**config.mk**
```make
export PLATFORM = sky130hd
export DESIGN_NAME = led_pattern_engine
export DESIGN_NICKNAME = d
export VERILOG_FILES = /design/src/rtl/led_pkg.sv /design/src/rtl/led_tick_gen.sv /design/src/rtl/led_pattern_engine.sv
export SDC_FILE = /design/constraint.sdc
export NUM_CORES = 1
export LEC_CHECK = 0
export CAP_MARGIN = 20
export CORE_ASPECT_RATIO = 0.5
export CORE_MARGIN = 8
export CORE_UTILIZATION = 53
export CTS_CLUSTER_DIAMETER = 150
export DETAILED_ROUTE_END_ITERATION = 7
export GPL_TIMING_DRIVEN = 0
export HOLD_SLACK_MARGIN = 0.15
export PLACE_DENSITY_LB_ADDON = 0.3
export RECOVER_POWER = 25
export SKIP_CTS_REPAIR_TIMING = 1
export SYNTH_ARGS = -nofsm -noshare
export SYNTH_HDL_FRONTEND = slang
export SYNTH_HIERARCHICAL = 1
export SYNTH_SLANG_ARGS = --single-unit
```
**constraint.sdc**
```tcl
create_clock -name clk_in -period 3 [get_ports clk_in]
set_clock_uncertainty 0.05 [all_clocks]
set_input_delay 0.45 -clock clk_in [delete_from_list [all_inputs] [get_ports clk_in]]
set_output_delay 0.45 -clock clk_in [all_outputs]
set_load 0.005 [all_outputs]
```
**src/rtl/led_pkg.sv**
```systemverilog
// led_pkg: shared encodings for the LED pattern engine.
//   mode_e  - step behaviour selected by the 2-bit mode input
//   dir_e   - bounce travel direction (LEFT = towards the MSB)
//   MODE_W  - width of the mode input
package led_pkg;

  localparam int unsigned MODE_W = 2;

  typedef enum logic [MODE_W-1:0] {
    MODE_ROT_R  = 2'd0,
    MODE_ROT_L  = 2'd1,
    MODE_BOUNCE = 2'd2,
    MODE_BLINK  = 2'd3
  } mode_e;

  typedef enum logic {
    DIR_LEFT  = 1'b0,
    DIR_RIGHT = 1'b1
  } dir_e;

endpackage

```
**src/rtl/led_tick_gen.sv**
```systemverilog
// led_tick_gen: programmable prescaler producing the pattern step strobe.
// One step every div_val+1 enabled cycles; div_val = 0 steps every cycle.
//   clk_in  - system clock (rising edge)
//   rst     - synchronous active-high reset (cnt = 0, div_val = DIV_DEFAULT)
//   en      - 1: count; 0: hold cnt, no step
//   div_ld  - load div_in into div_val, clear cnt, suppress step
//   div_in  - new divider value
//   restart - pattern load: clear cnt, suppress step
//   step    - combinational strobe, high in the cycle the pattern advances
module led_tick_gen #(
  parameter int unsigned DIV_W       = 25,
  parameter int unsigned DIV_DEFAULT = 24_000_000
) (
  input  logic             clk_in,
  input  logic             rst,
  input  logic             en,
  input  logic             div_ld,
  input  logic [DIV_W-1:0] div_in,
  input  logic             restart,
  output logic             step
);

  logic [DIV_W-1:0] cnt_q, cnt_d;
  logic [DIV_W-1:0] div_q, div_d;

  always_comb begin
    cnt_d = cnt_q;
    div_d = div_q;
    step  = 1'b0;
    if (div_ld) div_d = div_in;
    // Either load restarts the period and swallows a coincident terminal count.
    if (div_ld || restart) begin
      cnt_d = '0;
    end else if (en) begin
      if (cnt_q == div_q) begin
        cnt_d = '0;
        step  = 1'b1;
      end else begin
        cnt_d = cnt_q + DIV_W'(1);
      end
    end
  end

  always_ff @(posedge clk_in) begin
    if (rst) begin
      cnt_q <= '0;
      div_q <= DIV_W'(DIV_DEFAULT);
    end else begin
      cnt_q <= cnt_d;
      div_q <= div_d;
    end
  end

endmodule

```
**src/rtl/led_pattern_engine.sv**
```systemverilog
// led_pattern_engine: N-channel LED pattern generator.
// On each prescaler step the internal active-high pattern rotates right,
// rotates left, bounces (zero-fill shift, reversing at the ends) or inverts.
// Optional build macro LED_PWM_EN adds PWM_W / duty brightness gating.
//   clk_in   - system clock (rising edge)
//   rst      - synchronous active-high reset
//   en       - 1: run; 0: freeze prescaler and pattern
//   mode     - 0 ROT_R, 1 ROT_L, 2 BOUNCE, 3 BLINK
//   pat_ld   - load pat_in (wins over a step, clears prescaler)
//   pat_in   - new active-high pattern
//   div_ld   - load div_in as divider (clears prescaler, no step)
//   div_in   - new divider value
//   tick_out - registered pulse, high in the cycle the pattern changes
//   led_out  - registered LED drive, one cycle behind the pattern
//   duty     - (LED_PWM_EN only) lit channels on while pwm_cnt < duty
module led_pattern_engine
  import led_pkg::*;
#(
  parameter int unsigned      N_LED       = 8,
  parameter int unsigned      DIV_W       = 25,
  parameter int unsigned      DIV_DEFAULT = 24_000_000,
  parameter logic [N_LED-1:0] INIT_PAT    = N_LED'(1),
  parameter bit               ACTIVE_LOW  = 1'b1
`ifdef LED_PWM_EN
  ,
  parameter int unsigned      PWM_W       = 4
`endif
) (
  input  logic              clk_in,
  input  logic              rst,
  input  logic              en,
  input  logic [MODE_W-1:0] mode,
  input  logic              pat_ld,
  input  logic [N_LED-1:0]  pat_in,
  input  logic              div_ld,
  input  logic [DIV_W-1:0]  div_in,
  output logic              tick_out,
  output logic [N_LED-1:0]  led_out
`ifdef LED_PWM_EN
  ,
  input  logic [PWM_W-1:0]  duty
`endif
);

  localparam logic [N_LED-1:0] LED_MASK = {N_LED{ACTIVE_LOW}};

  logic             step;
  logic [N_LED-1:0] pat_q, pat_d;
  dir_e             dir_q, dir_d;
  logic             tick_q;
  logic [N_LED-1:0] led_q, led_d;
  logic [N_LED-1:0] shl, shr;

  led_tick_gen #(
    .DIV_W       (DIV_W),
    .DIV_DEFAULT (DIV_DEFAULT)
  ) u_tick_gen (
    .clk_in  (clk_in),
    .rst     (rst),
    .en      (en),
    .div_ld  (div_ld),
    .div_in  (div_in),
    .restart (pat_ld),
    .step    (step)
  );

  assign shl = {pat_q[N_LED-2:0], 1'b0};
  assign shr = {1'b0, pat_q[N_LED-1:1]};

  always_comb begin
    pat_d = pat_q;
    dir_d = dir_q;
    if (pat_ld) begin
      pat_d = pat_in;
    end else if (step) begin
      case (mode_e'(mode))
        MODE_ROT_R: pat_d = {pat_q[0], pat_q[N_LED-1:1]};
        MODE_ROT_L: pat_d = {pat_q[N_LED-2:0], pat_q[N_LED-1]};
        MODE_BOUNCE: begin
          // Reversal happens on the step that finds a lit end bit, and that
          // same step already moves in the new direction.
          if (dir_q == DIR_LEFT) begin
            if (pat_q[N_LED-1]) begin
              dir_d = DIR_RIGHT;
              pat_d = shr;
            end else begin
              pat_d = shl;
            end
          end else begin
            if (pat_q[0]) begin
              dir_d = DIR_LEFT;
              pat_d = shl;
            end else begin
              pat_d = shr;
            end
          end
        end
        MODE_BLINK: pat_d = ~pat_q;
        default:    pat_d = pat_q;
      endcase
    end
  end

`ifdef LED_PWM_EN
  logic [PWM_W-1:0] pwm_cnt_q;
  logic             pwm_on;

  assign pwm_on = (pwm_cnt_q < duty);
  assign led_d  = (pat_q & {N_LED{pwm_on}}) ^ LED_MASK;

  always_ff @(posedge clk_in) begin
    if (rst) pwm_cnt_q <= '0;
    else     pwm_cnt_q <= pwm_cnt_q + PWM_W'(1);
  end
`else
  assign led_d = pat_q ^ LED_MASK;
`endif

  always_ff @(posedge clk_in) begin
    if (rst) begin
      pat_q  <= INIT_PAT;
      dir_q  <= DIR_LEFT;
      tick_q <= 1'b0;
      led_q  <= INIT_PAT ^ LED_MASK;
    end else begin
      pat_q  <= pat_d;
      dir_q  <= dir_d;
      tick_q <= step;
      led_q  <= led_d;
    end
  end

  assign tick_out = tick_q;
  assign led_out  = led_q;

endmodule

```
==> flow_metrics.env, run 1 <==
export IMPL_ys_warn_count=6
export IMPL_fillers=479
export IMPL_worstPathMaxFanout=10
export IMPL_io_pins=49
export IMPL_grt_pass1_vias=2756
export IMPL_finalNonFillerCells=518
export IMPL_leakage_uw=0.00154
export IMPL_die_w_um=128
export IMPL_min_from="pat_q[6]"
export IMPL_drive_above_1_share=0.102
export IMPL_worst_pin_slew_ns=0.670
export IMPL_max_vdd_ir_drop_uv=416
export IMPL_cts_tree="built"
export IMPL_cp_arrival_ns=2.91
export IMPL_synth_nets=410
export IMPL_routed_wl_um=7780
export IMPL_synth_compound_area_frac=0.122
export IMPL_placed_area_um2=3880
export IMPL_die_h_um=72
export IMPL_placed_cells=502
export IMPL_r2r_start="u_tick_gen/cnt_q[16]"
export IMPL_synth_edf_count=0
export IMPL_portBuffers=45
export IMPL_nets=466
export IMPL_clock_latency_ns=0.33
export IMPL_wl_per_cell_um=15.0
export IMPL_first_pass_iters=4
export IMPL_critPathKind="register to register"
export IMPL_cp_end_kind="register"
export IMPL_min_to="led_out[6]"
export IMPL_grt_ovfl_total=0
export IMPL_synth_adder_area_share=0.00376
export IMPL_final_setup_tns_ns=0
export IMPL_max_cap_viol_count=0
export IMPL_cts_made_buffers=9
export IMPL_grt_max_degree=12
export IMPL_areaGrowthSynthToFinish_pct=26.4
export IMPL_min_path_cells=1
export IMPL_timing_rr_end="pat_q[7]"
export IMPL_place_gp_congestion=0.883
export IMPL_synth_distinct_cells=50
export IMPL_route_detailed_drc=0
export IMPL_yosys_area_top_type_share=0.409
export IMPL_synthTopCellsByArea="dfxtp_1 (41%), xnor2_1 (6.6%), xor2_1 (6.1%)"
export IMPL_setup_violations_final=0
export IMPL_start_util=0.549
export IMPL_synth_largest_area_cell="dfxtp_1"
export IMPL_grt_antenna_before_repair=0
export IMPL_required_ns=3.19
export IMPL_vias=2791
export IMPL_syn_area_um2=3320
export IMPL_cts_sinks=68
export IMPL_cts_root_buffer="clkbuf_16"
export IMPL_yosysSeqAreaShare=0.409
export IMPL_async_flop_share=0
export IMPL_ff2ff_setup_slack_ns=0.28
export IMPL_rows=20
export IMPL_synth_most_common_cell="dfxtp_1"
export IMPL_design_area_um2=4200
export IMPL_synth_seq_cells=68
export IMPL_n_antenna_cell=0
export IMPL_grt_first_pass_wirelength_um=13300
export IMPL_rsz0062_at_grt="false"
export IMPL_synthXorXnorAreaFrac=0.131
export IMPL_drtIter0Drc=214
export IMPL_synthMuxAreaShare=0.0482
export IMPL_synth_top_family_by_area="simple AND/OR/NAND/NOR gates"
export IMPL_die_area_um2=9220
export IMPL_syn_inst=369
export IMPL_synth_flop_cell="dfxtp_1"
export IMPL_h_tree_depth=3
export IMPL_yosys_area_share_simple=0.236
export IMPL_crit_path_start_kind="register"
export IMPL_p_per_area_nw_per_um2=543
export IMPL_min_period_over_period=0.907
export IMPL_hold_class="register to register"
export IMPL_post_route_min_period_ns=2.72
export IMPL_path_clk_slew_ns=0.05
export IMPL_finalMaxSlewViolations=0
export IMPL_relSlewSlack=0.549
export IMPL_clockBufferDepth=2
export IMPL_dp_hpwl_um=5820
export IMPL_outcome="finished, final reports clean"
export IMPL_avgSynthCellArea_um2=9.01
export IMPL_crit_start="u_tick_gen/cnt_q[16]"
export IMPL_ant_nets=0
export IMPL_r2r_worst_path_cells=8
export IMPL_grt_use_total=0.182
export IMPL_hold_viol=0
export IMPL_clock_fmax_mhz=367
export IMPL_vias_per_cell=5.39
export IMPL_yosys_top_cells_count="dfxtp_1 (68), nor2_1 (53), xnor2_1 (25)"
export IMPL_core_um2=6060
-- area by class of cell --
class / instances / area (um^2) / area share
clock buffers: 12 / 246 / 0.0586
inverters: 5 / 18.8 / 0.00447
multi-input cells: 273 / 1800 / 0.429
repair buffers: 45 / 450 / 0.107
flip-flops and latches: 68 / 1360 / 0.324
plain buffers: 23 / 141 / 0.0336
well taps: 88 / 110 / 0.0262
clock inverters: 4 / 72.6 / 0.0173
-- through the flow --
step	total power (uW)	utilization	hold WS (ns)	setup slack (ns)
4_1_cts	2310	0.694	0.398	0.308
2_1_floorplan	1090	-	0.346	0.691
6_report	2280	0.694	0.397	0.278
3_3_place_gp	1180	0.642	0.369	0.355
3_5_place_dp	1180	0.642	0.378	0.332
5_1_grt	2370	0.694	0.425	0.0268
-- kinds of logic (layout without fill, tap and decap cells) --
kind of cell,Yosys count,after routing
flops,68,68
buf+inv,28,89
mux,16,16
xor+xnor,49,49
compound gates,55,55
fa+ha+maj,1,1
simple gates,152,152
-- where the power goes --
part	internal (uW)	switching, uW
Combinational	113	89.8
Sequential	936	26.2
Clock	748	370
-- worst max path at each step --
stage | endpoint | slack (ns) | cells past startpoint
3_3_place_gp | pat_q[7] | 0.36 | 9
5_1_grt | pat_q[7] | 0.03 | 8
4_1_cts | pat_q[7] | 0.31 | 8
6_report | pat_q[7] | 0.28 | 8
3_5_place_dp | pat_q[4] | 0.33 | 9
2_1_floorplan | pat_q[7] | 0.69 | 8
-- critical path, cell delays in order, from the launching register on --
cell	delay, ns
dfxtp_1	0.49
xor2_1	0.13
nor4_1	0.39
nand3_1	0.25
nor4_1	0.31
buf_2	0.30
nand2b_4	0.10
or2_2	0.34
o32ai_1	0.27
-- metal layers --
metal	part of all wire	GRT usage	vias up
met5	0	0	-
met3	0.074	0.0607	4
met4	0.0067	0.0836	0
li1	-	-	1392
met2	0.48	0.300	86
met1	0.44	0.213	1309
-- state kept, by name (all words and copies together) (netlist names) --
signal and count:
dir_q 1, tick_out 1, led_out 8, u_tick_gen/div_q 25
u_tick_gen/cnt_q 25, pat_q 8
-- placed cells by master (no fill, tap or decap), types with 3 or more instances in the layout --
cell	instances
a211o_1	10
a21oi_1	13
a311o_1	3
and3_1	4
buf_2	8
buf_6	6
clkbuf_1	11
clkbuf_16	9
clkdlybuf4s50_1	38
dfxtp_1	68
dlygate4sd3_1	7
inv_1	5
mux2i_1	16
nand2_1	19
nand2b_1	10
nand3_1	8
nand4_1	11
nor2_1	53
nor2_2	3
nor2b_1	13
nor3_1	10
nor3b_1	3
nor4_1	6
o211ai_1	8
o21ai_0	6
or2_2	3
xnor2_1	25
xor2_1	23
Note: power is estimated with default switching activity, not from simulation.
==> run 2, diff against run 1 <==
ABC_AREA = 1   (was not set)
==> run 2 against run 1 <==
Non-clock buffer count down 9; sequential share of layout area is 1.0 points lower; maximum frequency rose by 8.7%; via count is 29% higher; combinational power grew 4%; register-to-register slack better by 0.22 ns; design area up 3.2%; wire length rose by 18%; die area increased by 4.7%; clock power shrank 18%; sequential power about the same; critical path type unchanged; largest power group is now registers.
==> flow_metrics.env, run 2 <==
export IMPL_ys_warn_count=6
export IMPL_rsz0062_at_grt="false"
export IMPL_clockBufferDepth=2
export IMPL_worstPathMaxFanout=10
export IMPL_ff2ff_setup_slack_ns=0.50
export IMPL_outcome="finished, final reports clean"
export IMPL_synth_seq_cells=68
export IMPL_synth_largest_area_cell="dfxtp_1"
export IMPL_cts_tree="built"
export IMPL_grt_max_degree=11
export IMPL_synthXorXnorAreaFrac=0.0200
export IMPL_leakage_uw=0.00182
export IMPL_grt_use_total=0.199
export IMPL_drive_above_1_share=0.0680
export IMPL_crit_path_start_kind="register"
export IMPL_reg_top3="u_tick_gen/cnt_q: 25 flops, u_tick_gen/div_q: 25 flops"
export IMPL_grt_antenna_before_repair=0
export IMPL_final_setup_tns_ns=0
export IMPL_place_gp_congestion=0.906
export IMPL_ant_nets=0
export IMPL_synth_nets=582
export IMPL_synth_distinct_cells=33
export IMPL_portBuffers=47
export IMPL_synth_flop_cell="dfxtp_1"
export IMPL_cts_sinks=68
export IMPL_setup_violations_final=0
export IMPL_synthTopCellsByArea="dfxtp_1 (39%), nand2_1 (18%), inv_1 (7.2%)"
export IMPL_start_util=0.537
export IMPL_die_h_um=73.6
export IMPL_nets=640
export IMPL_rows=21
export IMPL_grt_ovfl_total=0
export IMPL_cp_end_kind="register"
export IMPL_die_area_um2=9650
export IMPL_min_period_over_period=0.835
export IMPL_path_clk_slew_ns=0.05
export IMPL_relSlewSlack=0.150
export IMPL_synth_top_family_by_area="simple AND/OR/NAND/NOR gates"
export IMPL_cts_made_buffers=9
export IMPL_synth_most_common_cell="nand2_1"
export IMPL_h_tree_depth=3
export IMPL_io_pins=49
export IMPL_yosysSeqAreaShare=0.388
export IMPL_post_route_min_period_ns=2.50
export IMPL_synth_edf_count=0
export IMPL_p_per_area_nw_per_um2=482
export IMPL_hold_class="input pin to register"
export IMPL_cp_arrival_ns=2.68
export IMPL_cts_root_buffer="clkbuf_16"
export IMPL_synth_compound_area_frac=0.124
export IMPL_areaGrowthSynthToFinish_pct=23.5
export IMPL_grt_first_pass_wirelength_um=15300
export IMPL_n_antenna_cell=0
export IMPL_worst_pin_slew_ns=1.26
export IMPL_max_cap_viol_count=0
export IMPL_final_cell_mix="nand2_1 (165), dfxtp_1 (68), inv_1 (67)"
export IMPL_dp_hpwl_um=6940
export IMPL_synth_adder_area_share=0.00356
export IMPL_yosys_area_top_type_share=0.388
export IMPL_grt_pass1_vias=3316
export IMPL_max_vdd_ir_drop_uv=342
export IMPL_vias_per_cell=5.19
export IMPL_syn_inst=541
export IMPL_finalMaxSlewViolations=0
export IMPL_layout_commonest_cell="nand2_1"
export IMPL_first_pass_iters=5
export IMPL_core_um2=6540
export IMPL_design_area_um2=4340
export IMPL_drtIter0Drc=228
export IMPL_avgSynthCellArea_um2=6.49
export IMPL_hold_viol=0
export IMPL_syn_area_um2=3510
export IMPL_wl_per_cell_um=13.2
export IMPL_routed_wl_um=9150
export IMPL_async_flop_share=0
export IMPL_synthMuxAreaShare=0
export IMPL_fin_hold_ws_ns=0.383
export IMPL_vias=3609
export IMPL_required_ns=3.17
export IMPL_yosys_top_cells_count="nand2_1 (165), dfxtp_1 (68), inv_1 (67)"
export IMPL_route_detailed_drc=0
export IMPL_die_w_um=131
export IMPL_clock_fmax_mhz=399
export IMPL_clock_latency_ns=0.33
export IMPL_critPathKind="register to register"
export IMPL_placed_area_um2=4100
export IMPL_yosys_area_share_simple=0.366
-- run 2: cell types whose count changed after synthesis, moves of 13 or more --
cell and change:
inv_1 +62, nand3_1 +26, nand2_1 +146, o21ai_0 +27, xnor2_1 -23, a21oi_1 +13
mux2i_1 -16, xor2_1 -17, nor2b_1 -13
-- run 2: logic make-up (layout without fill, tap and decap cells) --
logic type	Yosys count	in the layout
AO/OA/AOI/OAI	77	77
XOR/XNOR	8	8
adder cells (fa/ha/maj)	1	1
buffers and inverters	86	148
flip-flops	68	68
AND/OR/NAND/NOR	301	301
-- run 2: area by class of cell --
cell class	count	area [um^2]
clock inverters	3	15.0
plain buffers	12	68.8
inverters	74	278
fillers	606	2210
flip-flops and latches	68	1360
multi-input cells	387	1790
well taps	92	115
repair buffers	47	470
clock buffers	12	236
-- run 2: critical path, stage by stage, from the launching register on --
cell,delay [ns]
dfxtp_1,0.42
inv_2,0.06
nand2_1,0.09
nand2_1,0.05
nor2_1,0.11
nand2_1,0.07
nor2_1,0.10
nand2_1,0.11
o21ai_0,0.98
buf_6,0.26
nor2_1,0.06
-- run 2: stage by stage --
stage                      util  total power [uW]  std cells  worst slack (ns)
after floorplan               -              1100        541              1.10
after CTS                 0.665              2110        695             0.794
after global routing      0.663              2190        695             0.309
after detailed placement  0.626              1190        680             0.625
after global placement    0.626              1190        680             0.698
final                     0.663              2090        695             0.495
-- run 2: final timing paths --
path,from,to,depth (start not counted)
worst max-delay path,u_tick_gen/cnt_q[20],u_tick_gen/cnt_q[5],10
worst min-delay path,en,u_tick_gen/cnt_q[0],3
worst max register to register,u_tick_gen/cnt_q[20],u_tick_gen/cnt_q[5],10
worst min register to register,pat_q[6],led_out[6],1
-- run 2: where the power goes --
part | internal (uW) | total, uW | switching (uW) | leakage (uW)
combinational | 101 | 211 | 110 | 0.00114
sequential | 939 | 963 | 23.9 | 0.000557
clock | 550 | 918 | 368 | 0.000126
total | 1590 | 2090 | 502 | 0.00182
-- run 2: per-layer routing --
metal / vias to the layer above / GRT usage / routed length (um)
li1: 1829 / - / -
met1: 1651 / 0.233 / 4180
met2: 119 / 0.334 / 4220
met3: 10 / 0.0778 / 674
met4: 0 / 0.0612 / 71
met5: - / 0 / 0
